### src/rtl/alu_wide_sequencer_pkg.sv
// Shared definitions for the wide ALU sequencer.
// Holds the ALU command encoding, the bit positions inside the {n,z,c,v}
// status vector, and the sequencer state encoding.
package alu_wide_sequencer_pkg;

  // ALU command encoding (4 bits). Any other code makes the ALU output 0.
  localparam logic [3:0] CMD_MOV = 4'b0001;
  localparam logic [3:0] CMD_MVN = 4'b1001;
  localparam logic [3:0] CMD_ADD = 4'b0010;
  localparam logic [3:0] CMD_ADC = 4'b0011;
  localparam logic [3:0] CMD_SUB = 4'b0100;
  localparam logic [3:0] CMD_SBC = 4'b0101;
  localparam logic [3:0] CMD_AND = 4'b0110;
  localparam logic [3:0] CMD_ORR = 4'b0111;
  localparam logic [3:0] CMD_EOR = 4'b1000;

  // Bit positions inside the 4-bit status vector {n,z,c,v}.
  localparam int ST_N = 3;
  localparam int ST_Z = 2;
  localparam int ST_C = 1;
  localparam int ST_V = 0;

  // Sequencer states.
  typedef enum logic [1:0] {
    ST_IDLE = 2'd0,
    ST_RUN  = 2'd1,
    ST_DONE = 2'd2
  } seq_state_t;

endpackage

### src/rtl/alu_wide_sequencer_alu.sv
// N-bit combinational ALU.
// Ports:
//   cmd      - command (see package encoding)
//   carry_in - carry for ADC; for SBC the ALU subtracts ~carry_in
//   a, b     - operands
//   out      - result (0 for undefined commands)
//   c        - carry out for ADD/ADC, borrow (1 = borrow) for SUB/SBC,
//              0 for move and logic commands
//   v        - signed overflow for arithmetic commands, 0 otherwise
module alu_wide_sequencer_alu
  import alu_wide_sequencer_pkg::*;
#(
  parameter int N = 32
) (
  input  logic [3:0]   cmd,
  input  logic         carry_in,
  input  logic [N-1:0] a,
  input  logic [N-1:0] b,
  output logic [N-1:0] out,
  output logic         c,
  output logic         v
);

  logic [N:0] ext;

  always_comb begin
    out = '0;
    c   = 1'b0;
    v   = 1'b0;
    ext = '0;
    case (cmd)
      CMD_MOV: out = b;
      CMD_MVN: out = ~b;
      CMD_ADD, CMD_ADC: begin
        ext = {1'b0, a} + {1'b0, b} + {{N{1'b0}}, (cmd == CMD_ADC) & carry_in};
        out = ext[N-1:0];
        c   = ext[N];
        v   = (a[N-1] == b[N-1]) && (out[N-1] != a[N-1]);
      end
      CMD_SUB, CMD_SBC: begin
        // The top bit of the (N+1)-bit difference is the borrow.
        ext = {1'b0, a} - {1'b0, b} - {{N{1'b0}}, (cmd == CMD_SBC) & ~carry_in};
        out = ext[N-1:0];
        c   = ext[N];
        v   = (a[N-1] != b[N-1]) && (out[N-1] != a[N-1]);
      end
      CMD_AND: out = a & b;
      CMD_ORR: out = a | b;
      CMD_EOR: out = a ^ b;
      default: out = '0;
    endcase
  end

endmodule

### src/rtl/alu_wide_sequencer.sv
// Wide ALU sequencer: executes one WORDS x N-bit operation by driving a
// single N-bit ALU once per cycle, least-significant word first, chaining
// carry/borrow between words and accumulating {n,z,c,v} for the wide result.
// Ports:
//   clk, rst  - clock; synchronous active-high reset
//   start     - begin an operation (sampled only in IDLE)
//   cmd       - ALU command
//   carryIn   - external carry for ADC/SBC on word 0
//   a, b      - wide operands (latched on acceptance)
//   busy      - high in RUN and DONE
//   done      - one-cycle pulse when result/status are valid
//   result    - wide result, cleared on acceptance, held after done
//   status    - {n,z,c,v} of the wide result, written when the last word runs
// Handshake: start is honoured only when busy is low; an accepted operation
// always completes WORDS+1 cycles later with a single done pulse unless rst
// intervenes.
module alu_wide_sequencer
  import alu_wide_sequencer_pkg::*;
#(
  parameter int N     = 32,
  parameter int WORDS = 2
) (
  input  logic                 clk,
  input  logic                 rst,
  input  logic                 start,
  input  logic [3:0]           cmd,
  input  logic                 carryIn,
  input  logic [N*WORDS-1:0]   a,
  input  logic [N*WORDS-1:0]   b,
  output logic                 busy,
  output logic                 done,
  output logic [N*WORDS-1:0]   result,
  output logic [3:0]           status
);

  localparam int IW = (WORDS > 1) ? $clog2(WORDS) : 1;
  localparam logic [IW-1:0] LAST_IDX = IW'(WORDS - 1);

  seq_state_t         state;
  logic [N*WORDS-1:0] a_q;
  logic [N*WORDS-1:0] b_q;
  logic [3:0]         cmd_q;
  logic               cin_q;
  logic [IW-1:0]      idx;
  logic               zacc;
  logic               cprev;

  logic [N-1:0]       a_w;
  logic [N-1:0]       b_w;
  logic [3:0]         cmd_eff;
  logic               cin_eff;
  logic [N-1:0]       alu_out;
  logic               alu_c;
  logic               alu_v;
  logic               out_zero;

  assign a_w      = a_q[int'(idx)*N +: N];
  assign b_w      = b_q[int'(idx)*N +: N];
  assign out_zero = (alu_out == '0);

  // Upper words continue the arithmetic chain: ADD/ADC become ADC and
  // SUB/SBC become SBC. The ALU subtracts ~carry_in for SBC and reports
  // borrow as c=1, so the previous borrow is inverted on the way back in.
  always_comb begin
    cmd_eff = cmd_q;
    cin_eff = cin_q;
    if (idx != '0) begin
      case (cmd_q)
        CMD_ADD, CMD_ADC: cmd_eff = CMD_ADC;
        CMD_SUB, CMD_SBC: cmd_eff = CMD_SBC;
        default:          cmd_eff = cmd_q;
      endcase
      if (cmd_eff == CMD_ADC)      cin_eff = cprev;
      else if (cmd_eff == CMD_SBC) cin_eff = ~cprev;
      else                         cin_eff = 1'b0;
    end
  end

  alu_wide_sequencer_alu #(.N(N)) u_alu (
    .cmd      (cmd_eff),
    .carry_in (cin_eff),
    .a        (a_w),
    .b        (b_w),
    .out      (alu_out),
    .c        (alu_c),
    .v        (alu_v)
  );

  always_ff @(posedge clk) begin
    if (rst) begin
      state  <= ST_IDLE;
      busy   <= 1'b0;
      done   <= 1'b0;
      result <= '0;
      status <= '0;
      idx    <= '0;
      zacc   <= 1'b0;
      cprev  <= 1'b0;
      a_q    <= '0;
      b_q    <= '0;
      cmd_q  <= '0;
      cin_q  <= 1'b0;
    end else begin
      case (state)
        ST_IDLE: begin
          done <= 1'b0;
          if (start) begin
            a_q    <= a;
            b_q    <= b;
            cmd_q  <= cmd;
            cin_q  <= carryIn;
            result <= '0;
            status <= '0;
            zacc   <= 1'b1;
            cprev  <= 1'b0;
            idx    <= '0;
            busy   <= 1'b1;
            state  <= ST_RUN;
          end
        end
        ST_RUN: begin
          result[int'(idx)*N +: N] <= alu_out;
          zacc  <= zacc & out_zero;
          cprev <= alu_c;
          if (idx == LAST_IDX) begin
            status[ST_N] <= alu_out[N-1];
            status[ST_Z] <= zacc & out_zero;
            status[ST_C] <= alu_c;
            status[ST_V] <= alu_v;
            done         <= 1'b1;
            state        <= ST_DONE;
          end else begin
            idx <= idx + 1'b1;
          end
        end
        ST_DONE: begin
          done  <= 1'b0;
          busy  <= 1'b0;
          state <= ST_IDLE;
        end
        default: begin
          done  <= 1'b0;
          busy  <= 1'b0;
          state <= ST_IDLE;
        end
      endcase
    end
  end

endmodule

### config.mk
export PLATFORM = sky130hd
export DESIGN_NAME = alu_wide_sequencer
export DESIGN_NICKNAME = d
export VERILOG_FILES = /design/src/rtl/alu_wide_sequencer_pkg.sv /design/src/rtl/alu_wide_sequencer_alu.sv /design/src/rtl/alu_wide_sequencer.sv
export SDC_FILE = /design/constraint.sdc
export NUM_CORES = 1
export LEC_CHECK = 0
export BUFFER_PORTS_ARGS = -buffer_cell sky130_fd_sc_hd__buf_2
export CAP_MARGIN = 20
export CORE_UTILIZATION = 38
export DETAILED_ROUTE_END_ITERATION = 7
export GPL_TIMING_DRIVEN = 0
export HOLD_SLACK_MARGIN = 0.15
export SLEW_MARGIN = 20
export SYNTH_ARGS = -nofsm -noshare
export SYNTH_HDL_FRONTEND = slang
export SYNTH_SLANG_ARGS = --single-unit
### constraint.sdc
create_clock -name clk -period 7.5 [get_ports clk]
set_input_delay 0.75 -clock clk [delete_from_list [all_inputs] [get_ports clk]]
set_output_delay 0.75 -clock clk [all_outputs]
set_load 0.02 [all_outputs]
Word-level counts from Yosys, hierarchy flattened
Cells that the tools add are included.
Word-level totals
  flip-flop bits (word level): 208
  bits in latches: 0
  memory bits (writable): 0
  bits in read-only memories: 0
  word-level logic and storage cells: 94
  memories kept: 0
Cells by class
  add/sub/neg operators: 6
  multiply operators: 0
  divide/modulo/power cells: 0
  $lt $le $gt $ge: 0
  equal/unequal tests: 22
  shift operators: 4
  mux-type cells: 25
  bitwise gates (word level): 10
  reduce and logical (&&, ||, !) cells: 15
Operator list (number)
  32-bit case mux with 7 select lines: 1
  64-bit case mux with 2 select lines: 1
  64-bit by 7-bit indexed part select with 32-bit output: 2
  64-bit bitwise mux: 1
  64-bit 2-to-1 mux: 1
  32-bit by 33-bit variable shift with 64-bit output, first input constant: 1
  32-bit by 33-bit indexed part select with 64-bit output: 1
  32-bit by 32-bit adder with 33-bit output: 1
  33-bit by 1-bit adder with 33-bit output: 1
  6-bit negator with 33-bit output: 1
  32-bit by 32-bit subtractor with 33-bit output: 1
  33-bit by 1-bit subtractor with 33-bit output: 1
  32-bit AND: 1
  32-bit logical NOT: 1
  32-bit inverter: 1
  32-bit OR: 1
  32-bit XOR: 1
  4-bit by 3-bit equality test with 1-bit output, second input constant: 7
  4-bit by 2-bit equality test with 1-bit output, second input constant: 5
  4-bit 2-to-1 mux: 4
  4-bit case mux with 2 select lines: 2
  1-bit case mux with 2 select lines: 6
  2-bit OR reduction: 5
  4-bit equality test, second input constant: 2
  16 further kinds: 33

Longest topological paths before layout
Gate-level depths: netlist of the first run.
  depth in word-level cells: 16
  gate-level depth with buffers: 23
  gate-level depth less buffers: 18

Modules after synthesis
A second synthesis of the first run with hierarchy kept.
Second synthesis, totals
  cells, all modules: 1783
  area, all modules: 13810.7 sq um
By module, submodules not included
  alu_wide_sequencer: times used 1, cells an instance 891, area each 7845.0 sq um, sequential area each 4164.0 sq um
  alu_wide_sequencer_alu: times used 1, cells an instance 892, area each 5965.7 sq um, sequential area each 0.0 sq um

Least setup slack after synthesis of the first run
Ideal clock, no wire load.
  path type: register to register
  start point: register idx
  end point: register status[2]
  data arrival time: 5.656 ns
  data required time: 7.415 ns
  setup slack: 1.759 ns
  cell stages (with the launch flop): 22
  path through: dfxtp_1 > buf_4 > buf_2 > buf_2 > buf_2 > buf_1 > clkbuf_1 > mux2i_1 > ha_1 > ha_1 > clkbuf_1 > nand2_1 > o21ai_0 > a221oi_1 > and3_1 > and3_1 > nor3_1 > o221ai_1 > or4_1 > nor4_2 > nand4b_1 > o31ai_2
Between the ends
  cells in the longest elaborated chain, start to end: 9
  elaborated cells between the ends (all ways): 33
RTL lines
  start: declaration: line alu_wide_sequencer.sv:44  | logic [IW-1:0] idx;
  start signal: assignment: line alu_wide_sequencer.sv:133  | idx <= idx + 1'b1;
  parallel branches: the longest is 9 deep, another holds 32-bit by 32-bit subtractor with 33-bit output
  end signal: indexed assignment: line alu_wide_sequencer.sv:126  | status[ST_N] <= alu_out[N-1];
  end signal: indexed assignment: line alu_wide_sequencer.sv:127  | status[ST_Z] <= zacc & out_zero;
  end signal: indexed assignment: line alu_wide_sequencer.sv:128  | status[ST_C] <= alu_c;
  end: declaration: line alu_wide_sequencer.sv:33  | output logic [3:0] status
Several ways; the timed one is not identified. The select of a mux whose other input is x is not followed.
A chain may end at the register's enable or synchronous reset.

Worst setup path after layout of the first run
Ends and elaborated chain as after synthesis.

==> results by group, run 1 <==
Outcome
  • Status: finished clean

Yosys
  • Post-synthesis sequential area ratio: 29.4%
  • Prevailing post-synth register cell: dfxtp_1
  • Syn_nets: 2123
  • Synth cell types: 83
  • Seq cells post-synth: 208
  • Synth Instances: 1859
  • Asr flop ratio synth: 0%
  • Post-synthesis mux area share: 5.33%
  • Largest family of logic cells by synthesized area: compound AO/OA/AOI/OAI gates
  • Post-synthesis adder-cell area fraction: 11.5%
  • Avg Cell Area, Syn: 7.61 um2
  • Post-synth EDFFs: 0
  • Synth Area in Simple Gates: 18.3%
  • Synth Area in XOR/XNOR: 2.97%
  • Post-Syn Area: 0.0142 mm2
  • Synth Area in Compound Gates: 26.0%
  • Ys Warns: 0

Timing
  • Slew margin rel.: 28.5%
  • Final Hold Viols: 0
  • Worst Tran Pin Value: 1.07 ns
  • FMAX: 0.140 GHz
  • Max Transition Viols Final: 0
  • RSZ-0062 raised after global routing: false
  • Final min period: 7.15 ns
  • Skew final: 0.00993 ns
  • Tcrit/Tclk final: 95.4%
  • Setup Viol. Count Final: 0
  • Final WS setup: 0.348 ns

Final layout
  • Most frequent cells in the layout: 352 x nand2_1, 227 x a21oi_1, 210 x buf_2, 208 x dfxtp_1, 124 x ha_1
  • Cell area after layout: 0.0166 mm2
  • Layout Cells excl Fill: 2572
  • Commonest non-fill, non-tap cell in the layout: nand2_1
  • Fillers: 3787
  • Layout cell share with drive strength beyond 1: 13.4%
  • Area growth, synth to finish: 17.0%
  • Antenna diodes: 0
  • Sequential Area: 0.00416 mm2
  • Nets@finish: 2352
  • Area of the multi-input gates: 0.00910 mm2

CTS
  • Clock Latency Late Sink: 0.54 ns
  • Clock transition at path regs: 0.06 ns
  • Clock root cell: clkbuf_16
  • Maximum buffer depth of the clock tree: 3
  • CTS tree: yes
  • Cts bufs inserted: 23
  • Post-CTS Setup Inserts: 0
  • H-tree levels: 1
  • Sink Count: 208

Worst setup path
  • Kind of critical path: reg2reg
  • Critical path buffer and inverter count: 6
  • CP max stage delay: 0.64 ns
  • R2R Path End: status[2]$_SDFFE_PP0P_
  • Levels on crit path: 20
  • FF-to-FF Start: idx$_SDFFE_PP0P_
  • R2R Setup Slk: 0.35 ns
  • Arrival time worst endpoint: 7.61 ns
  • CP Capture Type: register
  • Slowest CP cell: mux2i_1
  • CP max FO: 19
  • Crit path launch type: register
  • Kind of cell adding the most delay to the critical path: buffers and inverters
  • Critical Path RT: 7.96 ns
  • Crit-path cells: buf_4 -> buf_2 -> buf_2 -> buf_4 -> clkbuf_2 -> mux2i_1 -> ha_1 -> ha_1 -> clkbuf_1 -> nand2_1 -> o21ai_0 -> a221oi_1 -> and3_1 -> and3_1 -> nor3_1 -> o221ai_1 -> or4_1 -> nor4_2 -> nand4b_1 -> o31ai_2
  • FF-to-FF path depth: 20

Floorplanning
  • IO Pins: 206
  • Die ar.: 0.0380 mm2
  • Row count: 70
  • CORE AREA: 0.0366 mm2
  • Starting Density: 38.7%
  • Die height: 195 um
  • Die W: 195 um

Place
  • GPL Wtd Cong: 0.979
  • Placed Area: 0.0158 mm2
  • HPWL after DPL: 44100 um
  • I/O Buffers: 204
  • Setup slack at placement: -0.761 ns
  • Inst Count DP: 2532

Global routing
  • Most used routing layer: met2
  • Initial antenna violation count: 2
  • Vias in the first global route: 13800
  • Largest net degree at the start of global routing: 20
  • Tot GR Track Use: 28.1%
  • Global-route wire length before repair: 82300 um
  • Met1 GRT Util: 39.7%
  • Grt ovf: 0
  • Global Route met3 Usage: 4.58%
  • Met2 usage in global routing: 44.3%

Pwr
  • Int Pwr: 2.30 mW
  • Pwr Density: 221 mW/mm2
  • Static Leak: 7.25 nW
  • Sw Share: 37.2%
  • Maximum VDD drop: 142 uV
  • Seq pwr share: 32.6%
  • Switching pwr: 1.36 mW
  • Combinational Power Share: 35.8%
  • Clock Power Share: 31.5%

Drt
  • Vias after detailed routing: 14600
  • Vias per inst: 5.69
  • Drt total wl: 54900 um
  • Antenna-violating nets left: 0
  • DRT iter0 DRCs: 1227
  • Per-cell routed wire length: 21.4 um
  • Initial DRT Pass Iterations: 6
  • DRC viols: 0

Hold path
  • Worst Hold End: b_q[43]$_SDFFE_PP0P_
  • Hold path depth: 3
  • Hold_sp: b[43]
  • Worst hold path type: in2reg

Flow run
  • # Max-Cap Violations: 0
## cell families after synthesis
kind of cell    after synthesis
simple gates                599
compound gates              565
buf+inv                     237
flops                       208
fa+ha+maj                   128
mux                          74
xor+xnor                     48
## worst max-delay path by stage
stage / from / to / slack (ns)
global route: idx$_SDFFE_PP0P_ / status[2]$_SDFFE_PP0P_ / 0.12
finish: idx$_SDFFE_PP0P_ / status[2]$_SDFFE_PP0P_ / 0.35
global placement: idx$_SDFFE_PP0P_ / status[2]$_SDFFE_PP0P_ / -0.73
detailed placement: idx$_SDFFE_PP0P_ / status[2]$_SDFFE_PP0P_ / -0.76
CTS: cmd_q[0]$_SDFFE_PP0P_ / status[2]$_SDFFE_PP0P_ / 0.06
floorplan: idx$_SDFFE_PP0P_ / status[2]$_SDFFE_PP0P_ / 1.76
## tightest hold or removal path: cells and delay by family
family | cells | cell delay, ns
simple gates | 1 | 0.05
buf+inv | 1 | 0.09
compound gates | 1 | 0.05
## synth_stat cells, types with 15 or more instances
library cell | number | area share, %
mux2i_1 | 66 | 4.7
a21o_1 | 29 | 1.5
a21oi_1 | 227 | 8.0
ha_1 | 124 | 11
o22ai_1 | 15 | 0.66
nand4_1 | 20 | 0.88
a22oi_1 | 51 | 2.7
inv_1 | 106 | 2.8
clkbuf_1 | 105 | 2.8
dfxtp_1 | 208 | 29
nand2b_1 | 15 | 0.66
nand2_1 | 352 | 9.3
buf_1 | 16 | 0.42
a22o_1 | 16 | 0.99
o221ai_1 | 22 | 1.4
nand3_1 | 19 | 0.67
o21ai_0 | 67 | 2.4
xnor2_1 | 24 | 1.5
nor2_1 | 110 | 2.9
nor3_1 | 18 | 0.64
xor2_1 | 24 | 1.5
## final cells by class
type | count | area share, %
Timing Repair Buffer | 205 | 6.21
Buffer | 129 | 3.10
Sequential cell | 208 | 25.1
Clock inverter | 7 | 0.665
Inverter | 107 | 2.43
Tap cell | 468 | 3.54
Clock buffer | 34 | 3.97
Multi-Input combinational cell | 1414 | 55.0
## per-stage QoR
stage          utilization (%)  hold WS (ns)  power [mW]  TNS, ns
6_report                  45.2         0.443        3.66        0
5_1_grt                   45.2         0.443        3.84        0
4_1_cts                   45.2         0.433        3.64        0
3_5_place_dp              43.1         0.445        2.49    -1.96
3_3_place_gp              43.1         0.441        2.48    -1.63
2_1_floorplan                -         0.433        2.10        0
## per-layer routing
| metal | routed length, um | up-vias |
|---|---|---|
| met4 | 1320 | 0 |
| met5 | 0 | - |
| met1 | 25100 | 6908 |
| met2 | 24000 | 663 |
| li1 | - | 6994 |
| met3 | 4490 | 82 |
## what timing repair did
action,4_1_cts,5_1_grt
pin swaps,0,0
hold buffers,0,0
resized for setup,2,10
endpoints found under the setup margin,9,6
## state kept, by name, indices dropped and copies added, names as in the netlist
register	cells
status	4
done	1
a_q	64
cmd_q	4
cprev	1
zacc	1
busy	1
cin_q	1
result	64
b_q	64
state	2
idx	1
## power groups by stage
stage / Combinational, mW / Sequential (mW) / Clock, mW
final: 1.31 / 1.19 / 1.15
after floorplan: 0.877 / 1.22 / 0
after global placement: 1.26 / 1.22 / 0
after global routing: 1.43 / 1.20 / 1.21
after CTS: 1.28 / 1.19 / 1.17
after detailed placement: 1.27 / 1.22 / 0
(Power assumes the default switching activity.)
==> run 2, diff against run 1 <==
RECOVER_POWER = 25   (was default)
==> results by group, run 2 (same netlist as run 1, synthesis figures left out) <==
Timing
  • Worst Tran Pin Value: 1.02 ns
  • WHS: 0.441 ns
  • Tcrit/Tclk final: 95.0%
  • Max Transition Viols Final: 0
  • Final Hold Viols: 0
  • Slew margin rel.: 31.8%
  • Final WS setup: 0.373 ns
  • Setup Viol. Count Final: 0
  • RSZ-0062 raised after global routing: false
  • Final min period: 7.13 ns
  • FMAX: 0.140 GHz
  • Skew final: 0.00842 ns

Hold path
  • Worst hold path type: in2reg
  • Hold_sp: b[43]
  • Worst Hold End: b_q[43]$_SDFFE_PP0P_
  • Hold path depth: 3

CTS
  • Clock root cell: clkbuf_16
  • H-tree levels: 1
  • Maximum buffer depth of the clock tree: 3
  • Clock Latency Late Sink: 0.54 ns
  • Hold buffers post-CTS: 0
  • Clock transition at path regs: 0.06 ns
  • Cts bufs inserted: 23
  • CTS tree: yes
  • Sink Count: 208

Worst setup path
  • FF-to-FF Start: idx$_SDFFE_PP0P_
  • Critical Path RT: 7.96 ns
  • Crit path launch type: register
  • Arrival time worst endpoint: 7.58 ns
  • Crit-path cells: buf_4 -> buf_2 -> buf_2 -> buf_4 -> clkbuf_2 -> mux2i_1 -> ha_1 -> ha_1 -> clkbuf_1 -> nand2_1 -> o21ai_0 -> a221oi_1 -> and3_1 -> and3_1 -> nor3_1 -> o221ai_1 -> or4_1 -> nor4_2 -> nand4b_1 -> o31ai_2
  • CP Capture Type: register
  • FF-to-FF path depth: 20
  • R2R Setup Slk: 0.37 ns
  • CP max FO: 19
  • Kind of critical path: reg2reg
  • Slowest CP cell: mux2i_1
  • Critical path buffer and inverter count: 6
  • CP max stage delay: 0.66 ns
  • R2R Path End: status[2]$_SDFFE_PP0P_
  • Levels on crit path: 20
  • Kind of cell adding the most delay to the critical path: buffers and inverters

Drt
  • Vias after detailed routing: 14600
  • Drt total wl: 55000 um
  • Initial DRT Pass Iterations: 5
  • Vias per inst: 5.68
  • DRC viols: 0
  • Antenna-violating nets left: 0
  • Per-cell routed wire length: 21.4 um
  • DRT iter0 DRCs: 1314

Final layout
  • Nets@finish: 2352
  • Biggest regs: a_q (64), b_q (64), result (64)
  • Layout cell share with drive strength beyond 1: 10.1%
  • Fin util: 45.0%
  • Cell area after layout: 0.0165 mm2
  • Commonest non-fill, non-tap cell in the layout: nand2_1
  • Most frequent cells in the layout: 352 x nand2_1, 227 x a21oi_1, 208 x dfxtp_1, 180 x clkbuf_1, 141 x buf_2
  • Area growth, synth to finish: 16.4%
  • Antenna diodes: 0

Global routing
  • Initial antenna violation count: 2
  • Most used routing layer: met2
  • Vias in the first global route: 13800
  • Grt ovf: 0
  • Met2 usage in global routing: 44.3%
  • Global Route met3 Usage: 4.58%
  • Met1 GRT Util: 39.7%
  • Tot GR Track Use: 28.1%
  • Largest net degree at the start of global routing: 20
  • Global-route wire length before repair: 82300 um

Floorplanning
  • Die W: 195 um
  • Starting Density: 38.7%
  • Die ar.: 0.0380 mm2
  • Row count: 70
  • Die height: 195 um
  • CORE AREA: 0.0366 mm2
  • IO Pins: 206

Place
  • I/O Buffers: 204
  • Setup slack at placement: -0.761 ns
  • HPWL after DPL: 44100 um
  • GPL Wtd Cong: 0.979
  • Placed Area: 0.0158 mm2

Pwr
  • Combinational Power Share: 35.7%
  • Maximum VDD drop: 142 uV
  • Static Leak: 6.95 nW
  • Int Pwr: 2.30 mW
  • Seq pwr share: 32.6%
  • Switching pwr: 1.36 mW
  • Clock Power Share: 31.6%
  • Pwr Density: 222 mW/mm2
  • Sw Share: 37.3%

Outcome
  • Status: finished clean

Flow run
  • # Max-Cap Violations: 0
## run 2: through the flow
step                      power [mW]  setup TNS [ns]  cells
after floorplan                 2.10               0   1859
after global placement          2.48           -1.63   2531
after detailed placement        2.49           -1.96   2532
after CTS                       3.64               0   2572
after global routing            3.84               0   2572
final                           3.66               0   2572
## run 2: how the worst max path moves through the flow
stage,from,endpoint,slack [ns]
6_report,idx$_SDFFE_PP0P_,status[2]$_SDFFE_PP0P_,0.37
5_1_grt,idx$_SDFFE_PP0P_,status[2]$_SDFFE_PP0P_,0.12
4_1_cts,cmd_q[0]$_SDFFE_PP0P_,status[2]$_SDFFE_PP0P_,0.06
3_5_place_dp,idx$_SDFFE_PP0P_,status[2]$_SDFFE_PP0P_,-0.76
3_3_place_gp,idx$_SDFFE_PP0P_,status[2]$_SDFFE_PP0P_,-0.73
2_1_floorplan,idx$_SDFFE_PP0P_,status[2]$_SDFFE_PP0P_,1.76
## run 2: layout make-up
type | count | area, um2
plain buffers | 129 | 513
clock buffers | 34 | 657
clock inverters | 7 | 110
fillers | 3827 | 20100
inverters | 107 | 402
multi-input cells | 1414 | 9100
flip-flops and latches | 208 | 4160
well taps | 468 | 586
repair buffers | 205 | 942
## run 2: routing by layer
metal,wire [um],vias up
met4,1320,0
met2,23800,660
met3,4620,85
met5,0,-
met1,25300,6864
li1,-,6996
## run 2: repair_timing
action | in CTS | in global routing
hold endpoints to repair | 0 | 0
buffers inserted | 0 | 0
setup endpoints to repair | 9 | 6
gates cloned | 0 | 0
resized for setup | 2 | 10
## run 2: power by group through the flow
stage | Sequential, mW | Combinational (mW) | Clock, mW
after global placement | 1.22 | 1.26 | 0
after floorplan | 1.22 | 0.877 | 0
after detailed placement | 1.22 | 1.27 | 0
after global routing | 1.20 | 1.43 | 1.21
final | 1.19 | 1.31 | 1.16
after CTS | 1.19 | 1.28 | 1.17
## run 2: worst register-to-register path, delay by kind of cell, from the launching register on
| kind | cells | cell delay (ns) |
|---|---|---|
| AO/OA/AOI/OAI | 4 | 1.16 |
| adder cells (fa/ha/maj) | 2 | 0.66 |
| buffers and inverters | 6 | 2.30 |
| flip-flops | 1 | 0.40 |
| multiplexers | 1 | 0.66 |
| AND/OR/NAND/NOR | 7 | 1.84 |
==> run 3, diff against run 2 <==
RECOVER_POWER = 100   (was 25)
==> results by group, run 3 (same netlist as run 1, synthesis figures left out) <==
Floorplanning
  • Die height: 195 um
  • IO Pins: 206
  • CORE AREA: 0.0366 mm2
  • Row count: 70
  • Die W: 195 um
  • Die ar.: 0.0380 mm2
  • Starting Density: 38.7%

Global routing
  • Largest net degree at the start of global routing: 20
  • Grt ovf: 0
  • Tot GR Track Use: 28.1%
  • Vias in the first global route: 13800
  • Global Route met3 Usage: 4.58%
  • Most used routing layer: met2
  • Global-route wire length before repair: 82300 um
  • Met1 GRT Util: 39.7%
  • Initial antenna violation count: 2
  • Met2 usage in global routing: 44.3%

Worst setup path
  • Crit path launch type: register
  • Setup crit end: status[2]$_SDFFE_PP0P_
  • FF-to-FF path depth: 19
  • FF-to-FF Start: idx$_SDFFE_PP0P_
  • CP Capture Type: register
  • Kind of critical path: reg2reg
  • R2R Path End: status[2]$_SDFFE_PP0P_
  • R2R Setup Slk: 0.39 ns
  • Arrival time worst endpoint: 7.56 ns
  • Critical Path RT: 7.96 ns
  • Critical path launch point: idx$_SDFFE_PP0P_
  • CP max FO: 19

CTS
  • CTS tree: yes
  • Sink Count: 208
  • Maximum buffer depth of the clock tree: 3
  • H-tree levels: 1
  • Clock Latency Late Sink: 0.54 ns
  • Hold buffers post-CTS: 0
  • Post-CTS Setup Inserts: 0
  • Clock transition at path regs: 0.06 ns
  • Cts bufs inserted: 23
  • CTS resizes: 2
  • Clock root cell: clkbuf_16

Final layout
  • Area growth, synth to finish: 16.3%
  • Layout Cells excl Fill: 2572
  • Biggest regs: a_q (64), b_q (64), result (64)
  • Most frequent cells in the layout: 352 x nand2_1, 227 x a21oi_1, 208 x dfxtp_1, 185 x clkbuf_1, 140 x buf_2
  • Layout cell share with drive strength beyond 1: 9.98%
  • Antenna diodes: 0
  • Nets@finish: 2352
  • Commonest non-fill, non-tap cell in the layout: nand2_1
  • Fillers: 3831

Timing
  • Skew final: 0.00840 ns
  • Max Transition Viols Final: 0
  • Setup Viol. Count Final: 0
  • RSZ-0062 raised after global routing: false
  • Final Hold Viols: 0
  • Final min period: 7.11 ns
  • Slew margin rel.: 29.5%
  • FMAX: 0.141 GHz
  • Tcrit/Tclk final: 94.8%
  • Worst Tran Pin Value: 1.06 ns

Outcome
  • Status: finished clean

Place
  • I/O Buffers: 204
  • GPL Wtd Cong: 0.979
  • HPWL after DPL: 44100 um
  • Inst Count DP: 2532

Drt
  • Initial DRT Pass Iterations: 8
  • Vias per inst: 5.69
  • Antenna-violating nets left: 0
  • DRT iter0 DRCs: 1280
  • DRC viols: 0
  • Per-cell routed wire length: 21.4 um
  • Vias after detailed routing: 14600
  • Drt total wl: 55000 um

Pwr
  • Maximum VDD drop: 142 uV
  • Static Leak: 6.94 nW
  • Pwr Density: 222 mW/mm2
  • Final Power: 3.65 mW

Hold path
  • Worst hold path type: in2reg
  • Hold_sp: b[43]

Flow run
  • # Max-Cap Violations: 0
## run 3: changes by cell type in the layout (fill, tap and decap cells not counted), moves of 2 or more
cell      before  now
clkbuf_1     180  185
and2_1         9    7
buf_1         11    7
and2_0         0    2
## run 3: worst max-delay path: stages (launching register included)
cell	delay, ns
dfxtp_1	0.40
buf_4	0.28
buf_2	0.40
buf_2	0.44
buf_4	0.43
clkbuf_2	0.41
mux2i_1	0.59
ha_1	0.45
ha_1	0.32
clkbuf_1	0.28
nand4_1	0.30
a211oi_2	0.45
o211ai_1	0.26
and3_1	0.23
nor3_1	0.17
o221ai_1	0.29
or4_1	0.58
nor4_2	0.29
nand4b_1	0.20
o31ai_2	0.19
## run 3: metal layers
metal	vias up	wire, um
met5	-	0
met4	0	1300
met3	79	4470
met2	638	23900
met1	6914	25300
li1	6994	-
## run 3: final cells by class
class | instances | area, um2 | share of cell area (%)
clock buffers | 34 | 657 | 3.99
well taps | 468 | 586 | 3.56
repair buffers | 205 | 941 | 5.71
clock inverters | 7 | 110 | 0.669
inverters | 107 | 402 | 2.44
flip-flops and latches | 208 | 4160 | 25.3
plain buffers | 129 | 513 | 3.12
multi-input cells | 1414 | 9090 | 55.2
## run 3: worst min-delay path by stage
| stage | end | cells past startpoint |
|---|---|---|
| after floorplan | b_q[50]$_SDFFE_PP0P_ | 2 |
| after global placement | b_q[35]$_SDFFE_PP0P_ | 2 |
| after detailed placement | status[3]$_SDFFE_PP0P_ | 2 |
| after CTS | a_q[45]$_SDFFE_PP0P_ | 3 |
| after global routing | b_q[19]$_SDFFE_PP0P_ | 3 |
| final | b_q[43]$_SDFFE_PP0P_ | 3 |
## run 3: where the power goes
group,switching (mW),internal [mW],leakage (nW),total (mW)
clock,0.475,0.682,0.377,1.16
combinational,0.854,0.450,4.86,1.30
sequential,0.0314,1.16,1.70,1.19
## run 3: stage by stage
step / utilization (%) / instance area (um2) / setup TNS (ns) / setup slack (ns) / hold WS [ns]
5_1_grt: 45.0 / 16500 / 0 / 0.0804 / 0.443
3_3_place_gp: 43.1 / 15800 / -1.63 / -0.730 / 0.441
6_report: 45.0 / 16500 / 0 / 0.394 / 0.443
4_1_cts: 45.2 / 16500 / 0 / 0.0592 / 0.433
2_1_floorplan: - / 14200 / 0 / 1.76 / 0.433
3_5_place_dp: 43.1 / 15800 / -1.96 / -0.761 / 0.445
